## config.mk

```make
export PLATFORM = sky130hd
export DESIGN_NAME = delay_slot_scheduler
export DESIGN_NICKNAME = d
export VERILOG_FILES = /design/src/rtl/delay_slot_scheduler.sv
export SDC_FILE = /design/constraint.sdc
export NUM_CORES = 1
export LEC_CHECK = 0
export CAP_MARGIN = 20
export CELL_PAD_IN_SITES_DETAIL_PLACEMENT = 1
export CELL_PAD_IN_SITES_GLOBAL_PLACEMENT = 2
export CORE_MARGIN = 3
export CORE_UTILIZATION = 25
export CTS_CLUSTER_SIZE = 10
export DETAILED_ROUTE_END_ITERATION = 7
export GPL_TIMING_DRIVEN = 0
export MAX_ROUTING_LAYER = met4
export PLACE_DENSITY_LB_ADDON = 0.1
export SYNTH_ARGS = -nofsm -noshare
export SYNTH_HDL_FRONTEND = slang
export SYNTH_SLANG_ARGS = --single-unit
```

## constraint.sdc

```tcl
create_clock -name clk -period 2.73 [get_ports clk]
set_input_delay 0.546 -clock clk [delete_from_list [all_inputs] [get_ports clk]]
set_output_delay 0.546 -clock clk [all_outputs]
set_load 0.05 [all_outputs]
```

## src/rtl/delay_slot_scheduler.sv

```systemverilog
// rtl/delay_slot_scheduler.sv - round-robin scheduler sharing one delay counter among NUM_REQ requesters
// Optional cancel input enabled by defining DELAY_SCHED_CANCEL_EN.

module delay_slot_scheduler #(
   parameter  int NUM_REQ          = 4,
   parameter  int WEIGHT_BIT_WIDTH = 8,
   localparam int ID_W             = $clog2(NUM_REQ)
) (
   input  logic                                clk,
   input  logic                                rst_n,
   input  logic [NUM_REQ-1:0]                  req_valid,
   input  logic [NUM_REQ*WEIGHT_BIT_WIDTH-1:0] req_delay,
`ifdef DELAY_SCHED_CANCEL_EN
   input  logic                                cancel,
`endif
   output logic [NUM_REQ-1:0]                  req_ready,
   output logic                                busy,
   output logic [ID_W-1:0]                     active_id,
   output logic                                done_valid,
   output logic [ID_W-1:0]                     done_id
);

   typedef enum logic [1:0] {
      S_IDLE  = 2'd0,
      S_COUNT = 2'd1,
      S_DONE  = 2'd2
   } state_t;

   state_t                      state_q;
   logic [WEIGHT_BIT_WIDTH-1:0] cnt_q;
   logic [WEIGHT_BIT_WIDTH-1:0] cnt_d;
   logic [ID_W-1:0]             last_grant_q;
   logic [ID_W-1:0]             active_id_q;
   logic                        done_valid_q;
   logic [ID_W-1:0]             done_id_q;

   logic                        sel_found;
   logic [ID_W-1:0]             sel_idx;
   logic [WEIGHT_BIT_WIDTH-1:0] sel_delay;
   logic                        accept;
   logic                        cancel_w;

`ifdef DELAY_SCHED_CANCEL_EN
   assign cancel_w = cancel;
`else
   assign cancel_w = 1'b0;
`endif

   function automatic logic [ID_W-1:0] wrap_idx(input logic [ID_W-1:0] base, input int k);
      return ID_W'((int'(base) + k) % NUM_REQ);
   endfunction

   // Scan starts one past the last winner so the previous grantee ranks last.
   always_comb begin
      sel_found = 1'b0;
      sel_idx   = '0;
      for (int k = 1; k <= NUM_REQ; k++) begin
         if (!sel_found && req_valid[wrap_idx(last_grant_q, k)]) begin
            sel_found = 1'b1;
            sel_idx   = wrap_idx(last_grant_q, k);
         end
      end
   end

   always_comb begin
      req_ready = '0;
      if (rst_n && (state_q == S_IDLE) && sel_found) begin
         req_ready[sel_idx] = 1'b1;
      end
   end

   assign accept     = |(req_valid & req_ready);
   assign sel_delay  = req_delay[int'(sel_idx)*WEIGHT_BIT_WIDTH +: WEIGHT_BIT_WIDTH];
   assign cnt_d      = cnt_q - WEIGHT_BIT_WIDTH'(1);

   assign busy       = (state_q != S_IDLE);
   assign active_id  = active_id_q;
   assign done_valid = done_valid_q;
   assign done_id    = done_id_q;

   always_ff @(posedge clk or negedge rst_n) begin
      if (!rst_n) begin
         state_q      <= S_IDLE;
         cnt_q        <= '0;
         last_grant_q <= ID_W'(NUM_REQ - 1);
         active_id_q  <= '0;
         done_valid_q <= 1'b0;
         done_id_q    <= '0;
      end else begin
         case (state_q)
            S_IDLE: begin
               if (accept) begin
                  cnt_q        <= sel_delay;
                  active_id_q  <= sel_idx;
                  last_grant_q <= sel_idx;
                  state_q      <= S_COUNT;
               end
            end
            // Cancel takes priority over expiry, even on the terminal count.
            S_COUNT: begin
               if (cancel_w) begin
                  state_q <= S_IDLE;
                  cnt_q   <= '0;
               end else if (cnt_q == '0) begin
                  state_q      <= S_DONE;
                  done_valid_q <= 1'b1;
                  done_id_q    <= active_id_q;
               end else begin
                  cnt_q <= cnt_d;
               end
            end
            S_DONE: begin
               state_q      <= S_IDLE;
               done_valid_q <= 1'b0;
            end
            default: begin
               state_q      <= S_IDLE;
               done_valid_q <= 1'b0;
            end
         endcase
      end
   end

endmodule

```

Word-level counts from Yosys, hierarchy flattened:

Cells that the tools add are included.
Widths: inputs -> output; s select.

* $add $sub $neg: 5
* $lt $le $gt $ge: 6
* equality and inequality tests: 4
* shift-type cells: 1
* muxes and demuxes: 27
* bitwise gates (word level): 2
* reductions and logical operators: 19

Operators with widths (count)
* $shiftx 32x6->8: 1
* $mux 8: 2
* $pmux 8 s2: 1
* $lt 2x3->1 const B: 5
* $mux 2: 6
* $mux 1: 10
* $bmux 1 s2: 4
* $logic_not 8->1: 1
* $reduce_and 2->1: 4
* $sub 8x1->8 const B: 1
* $logic_and 1x1->1: 6
* $ne 2x2->1 const B: 3
* $add 2x1->2 const B: 2
* $add 2x2->2 const B: 2
* $and 4x4->4: 1
* $mux 4: 1
* $pmux 2 s2: 1
* $reduce_bool 2->1: 2
* $reduce_or 4->1: 1
* $logic_not 1->1: 3
* $reduce_and 3->1: 1
* $demux 1 s2: 1
* $eq 2x1->1 const B: 1
* $ge 2x1->1 const B: 1
* 3 further kinds: 3

* bits in registers: 17
* word-level logic and storage cells: 70

Longest topological paths before layout:

* word-level depth: 22
* depth in mapped cells: 8
* mapped depth without buffers: 8

Least setup slack after synthesis:

OpenSTA, ideal clock, no wires.

* path kind: in2out
* start: in req_valid[1]
* end: out req_ready[0]
* data arrival time: 2.065 ns
* slack: 0.119 ns
* stages on the path: 6
* buffers on the path: 1
* path through: nor2b_1 a21oi_1 o221a_2 buf_2 nand2_1 nor2_1

* word-level cells in the longest chain between the ends: 17
* elaborated cells between the ends (all ways): 29
* those cells by class: 2 x order compare; 19 x mux; 8 x reduce/logical

RTL lines
* start: declaration: RTL line 11 `input logic [NUM_REQ-1:0] req_valid,`
* $bmux 1 s2: RTL line 58 `if (!sel_found && req_valid[wrap_idx(last_grant_q, k)]) begin`
* $mux 1 (implied by the code): RTL line 58
* $mux 1: RTL line 58
* $logic_not 1->1: RTL line 58
* $logic_and 1x1->1: RTL line 58
* $mux 1: RTL line 58
* $logic_not 1->1: RTL line 58
* $logic_and 1x1->1: RTL line 58
* $mux 1: RTL line 58
* $logic_not 1->1: RTL line 58
* $logic_and 1x1->1: RTL line 58
* $mux 2: RTL line 58
* $lt 2x3->1 (implied by the code) or $ge 2x1->1 (tied branches): RTL line 68 `req_ready[sel_idx] = 1'b1;`
* $logic_and 1x1->1 (implied by the code): RTL line 68
* $mux 1 (implied by the code): RTL line 68
* $demux 1 s2: RTL line 68
* $mux 4 (*): RTL line 67 `if (rst_n && (state_q == S_IDLE) && sel_found) begin`
* end: declaration: RTL line 16 `output logic [NUM_REQ-1:0] req_ready,`

Mark *: on every way between the ends. The rest lies on a longest branch, timed or not. The select of a mux whose other input is x is not followed.

Worst setup path in the final report:

* start: in req_valid[1]
* end: out req_ready[2]

Same word-level chain as after synthesis.

==> key figures <==
Min path
  • Worst Hold Class: primary input to async pin

Die
  • Starting density of the core: 0.266
  • Die area: 6060 um^2
  • Core Region: about 4800 um^2
  • Cell Rows: 25
  • Chip width: 77.8 um
  • Chip height: between 70 and 80 um
  • IO Count: 48

Synthesis
  • Synth area leader: dfrtp_1
  • Post-Synthesis Cells: 149
  • Yosys top cell area share: 0.291
  • Synth cell types: 51
  • Synth Area in Adders: 0.0194
  • FFs w/ async S/R, synth: 1.00
  • Post-synthesis compound-gate area fraction: 0.275
  • Synth Flop Type: dfrtp_1
  • Xor/xnor share of the synthesized area: 0
  • Mapped cell area: 1290 um^2
  • Ys Warns: 0
  • Syn Area/Cell: approximately 8.7 um^2
  • Net Count, Synth: about 190
  • Top cells by area, synth: dfrtp_1, a21oi_1, nand2_1
  • Post-synthesis mux area share: 0.0834
  • Register area share after synthesis: 0.332
  • Post-Synth Simple-Gate Area: 0.245
  • #FFs+latches synth: 17
  • Post-synth EDFFs: 0
  • Combinational family with the most area after synthesis: compound AO/OA/AOI/OAI gates

Run
  • Number of max-cap violations: 0

Worst setup path
  • R2r startpoint: last_grant_q[0]$_DFFE_PN1P_
  • Worst setup EP type: primary output
  • CP max stage cell: o221ai_1
  • Critical Path RT: between 2 and 2.5 ns
  • CP startpoint kind: primary input
  • Reg2reg end: cnt_q[0]$_DFFE_PN0P_
  • Crit Path Category: primary input to primary output
  • Top Family by Delay on Critical Path: buffers and inverters
  • Reg2Reg Setup Slack: 0.61 ns
  • Critical-path cell list: dlygate4sd2_1 -> nor2b_1 -> a21oi_1 -> o221ai_1 -> nor2_1 -> clkdlybuf4s15_2
  • Crit path depth: 6
  • Worst setup path startpoint: req_valid[1]
  • CP max FO: 8
  • Buf/Inv on CP: 2
  • Worst EP arrival: 2.15 ns
  • Reg2Reg Depth: 8
  • Critical Path Sink: req_ready[2]
  • CP max stage delay: 0.46 ns

STA
  • PnR worst setup slack: 0.0367 ns
  • Final period util: 0.987
  • Endpoints failing hold: 0
  • Skew final: ~0.0050 ns
  • Final setup viols: 0
  • Max Clock Freq: 371 MHz
  • Worst Tran Pin Value: between 0.5 and 0.6 ns
  • RSZ-0062 raised after global routing: true
  • Worst rel slew slack: 0.602
  • Max-slew violations: 0
  • Clock period minus worst slack: ~2.7 ns

Finish
  • Final Net Count: 244
  • Layout cells sized above 1: 0.172
  • Diodes inserted: 0
  • Design Area, Final: 1940 um^2
  • Final Util: 0.400
  • Area growth from synthesis to layout: 50.2%

Routing
  • Via/cell ratio: 5.04
  • Vias: 1360
  • Detail Route Antenna Nets: 0
  • Starting DRT DRC Count: 53
  • Drt first pass iters: 3
  • Detailed Route WL: between 4 and 5 mm
  • Drt wl/cell: about 17 um
  • Number of remaining DRC errors: 0

Global route
  • Vias in the first global route: 1474
  • Met3 usage: 0.0336
  • M2 GR Usage: 0.249
  • Grt ovf: 0
  • Gr busiest metal: met2
  • M1 GR Usage: 0.209
  • Total track usage: 0.160
  • First-pass GRT wire length: ~7.5 mm
  • Largest net degree at the start of global routing: 19
  • Initial antenna violation count: 0

Power and ir drop
  • Sequential power share: 0.304
  • Clock power share: 0.128
  • Leakage: 0.000794 uW
  • Combinational power share: 0.568
  • Switch share: 0.443
  • Pwr Density: 793 nW/um^2
  • Worst vdd ir: 0.397 mV
  • Psw: between 600 and 700 uW
  • P_int: 857 uW

Status
  • Outcome: complete, no violations

Clocking
  • Clock tree buffer depth: 2
  • Root buffer selected by CTS: clkbuf_8
  • CTS tree: built
  • Worst-Skew Late Latency: 0.26 ns
  • Total CTS buffers: 3
  • Clock-pin transition on the worst setup and hold timing paths: roughly 0.07 ns
  • Htree depth: 1
  • Num Clock Sinks: 17

Placement
  • Placed inst area: 1840 um^2
  • DP HPWL: between 3 and 4 mm
  • RePlAce Congestion: 0.913
  • Number of port buffers: 47
  • Post-Place Worst Slack: -1.62 ns
-- cells in the mapped netlist, types with 2 or more instances --
| cell type | n |
|---|---|
| buf_6 | 2 |
| and2_1 | 2 |
| inv_1 | 6 |
| or3_1 | 2 |
| ha_1 | 2 |
| or2_2 | 2 |
| o22ai_1 | 2 |
| nor2_1 | 11 |
| o21ai_0 | 5 |
| mux2_2 | 5 |
| nand2_1 | 20 |
| o221ai_1 | 2 |
| a21oi_1 | 18 |
| a221oi_1 | 3 |
| nand2b_1 | 5 |
| dfrtp_1 | 15 |
| nor4b_1 | 2 |
| o21a_1 | 3 |
| mux2i_1 | 4 |
| nor3_1 | 4 |
| a21o_1 | 2 |
| nand3_1 | 2 |
| dfstp_2 | 2 |
-- what timing repair did --
item                       in CTS  in global routing
pin swaps                       2                  1
gates resized for setup        33                  2
hold buffers                    0                  0
setup endpoints to repair      15                  3
buffers inserted                2                  1
-- cells in the final DEF, fill, tap and decap left out, types with 2 or more instances in the layout --
cell type	instances
buf_6	4
ha_1	2
or3_1	2
o21ai_0	5
a221oi_1	3
nor3_1	4
o21a_1	3
a21o_1	2
a21oi_1	18
dfrtp_1	15
inv_1	6
nand2_1	18
nand2_2	2
clkdlybuf4s50_1	38
dlygate4sd2_1	4
nand3_1	2
clkbuf_8	3
buf_2	2
nor4b_1	2
mux2i_1	4
nand2b_1	5
and2_1	2
dfstp_2	2
clkdlybuf4s15_2	2
mux2_2	5
o221ai_1	2
nor2_1	10
o22ai_1	2
buf_4	3
or2_2	2
clkbuf_1	2
-- power groups by stage --
stage / Combinational (uW) / Clock [uW] / Sequential [uW]
after floorplan: 493 / 0 / 544
after global placement: 825 / 0 / 467
after detailed placement: 840 / 0 / 470
after CTS: 870 / 201 / 466
after global routing: 955 / 217 / 485
final: 873 / 197 / 468
-- routing by layer --
layer,up-vias,wire (um)
met1,665,2170
met2,25,2150
met3,4,149
li1,666,-
met5,-,0
met4,0,63
-- area by class of cell --
type | instances | area [um^2]
Buffer | 4 | 37.5
Clock buffer | 4 | 45.0
Fill cell | 576 | 2910
Inverter | 7 | 26.3
Multi-Input combinational cell | 121 | 836
Sequential cell | 17 | 428
Tap cell | 67 | 83.8
Timing Repair Buffer | 50 | 482
-- worst min path at each step --
stage	slack [ns]	depth (start not counted)	to	start
global route	0.26	1	done_id[1]$_DFFE_PN0P_	rst_n
finish	0.24	1	cnt_q[0]$_DFFE_PN0P_	rst_n
floorplan	0.25	0	active_id[0]$_DFFE_PN0P_	rst_n
detailed placement	0.50	1	done_id[1]$_DFFE_PN0P_	done_id[1]$_DFFE_PN0P_
global placement	0.49	2	active_id[1]$_DFFE_PN0P_	active_id[1]$_DFFE_PN0P_
CTS	0.35	1	done_id[1]$_DFFE_PN0P_	rst_n
-- sequential cells by signal, summed over array words and instances, names as in the netlist --
signal,count
state_q,2
last_grant_q,2
done_id,2
active_id,2
done_valid,1
cnt_q,8
-- per-stage QoR --
| stage | std cells | TNS [ns] | total power, uW | hold slack (ns) |
|---|---|---|---|---|
| 2_1_floorplan | 149 | 0 | 1040 | 0.250 |
| 3_3_place_gp | 263 | -10.19 | 1290 | 0.491 |
| 3_5_place_dp | 263 | -10.43 | 1310 | 0.498 |
| 4_1_cts | 269 | -0.0142 | 1540 | 0.352 |
| 5_1_grt | 270 | -0.137 | 1660 | 0.262 |
| 6_report | 270 | 0 | 1540 | 0.237 |
-- kinds of logic after synthesis --
kind of cell / Yosys count
AOI/OAI and AO/OA: 49
adders and majority gates: 2
buffers and inverters: 11
DFF: 17
muxes: 10
and+or+nand+nor: 60
-- worst reg2reg max path: cells and delay by family (launching register included) --
| kind | cells | cell delay (ns) |
|---|---|---|
| AOI/OAI and AO/OA | 3 | 0.62 |
| buffers and inverters | 2 | 0.28 |
| DFF | 1 | 0.54 |
| and+or+nand+nor | 3 | 0.58 |
Note: power is estimated with default switching activity, not from simulation.
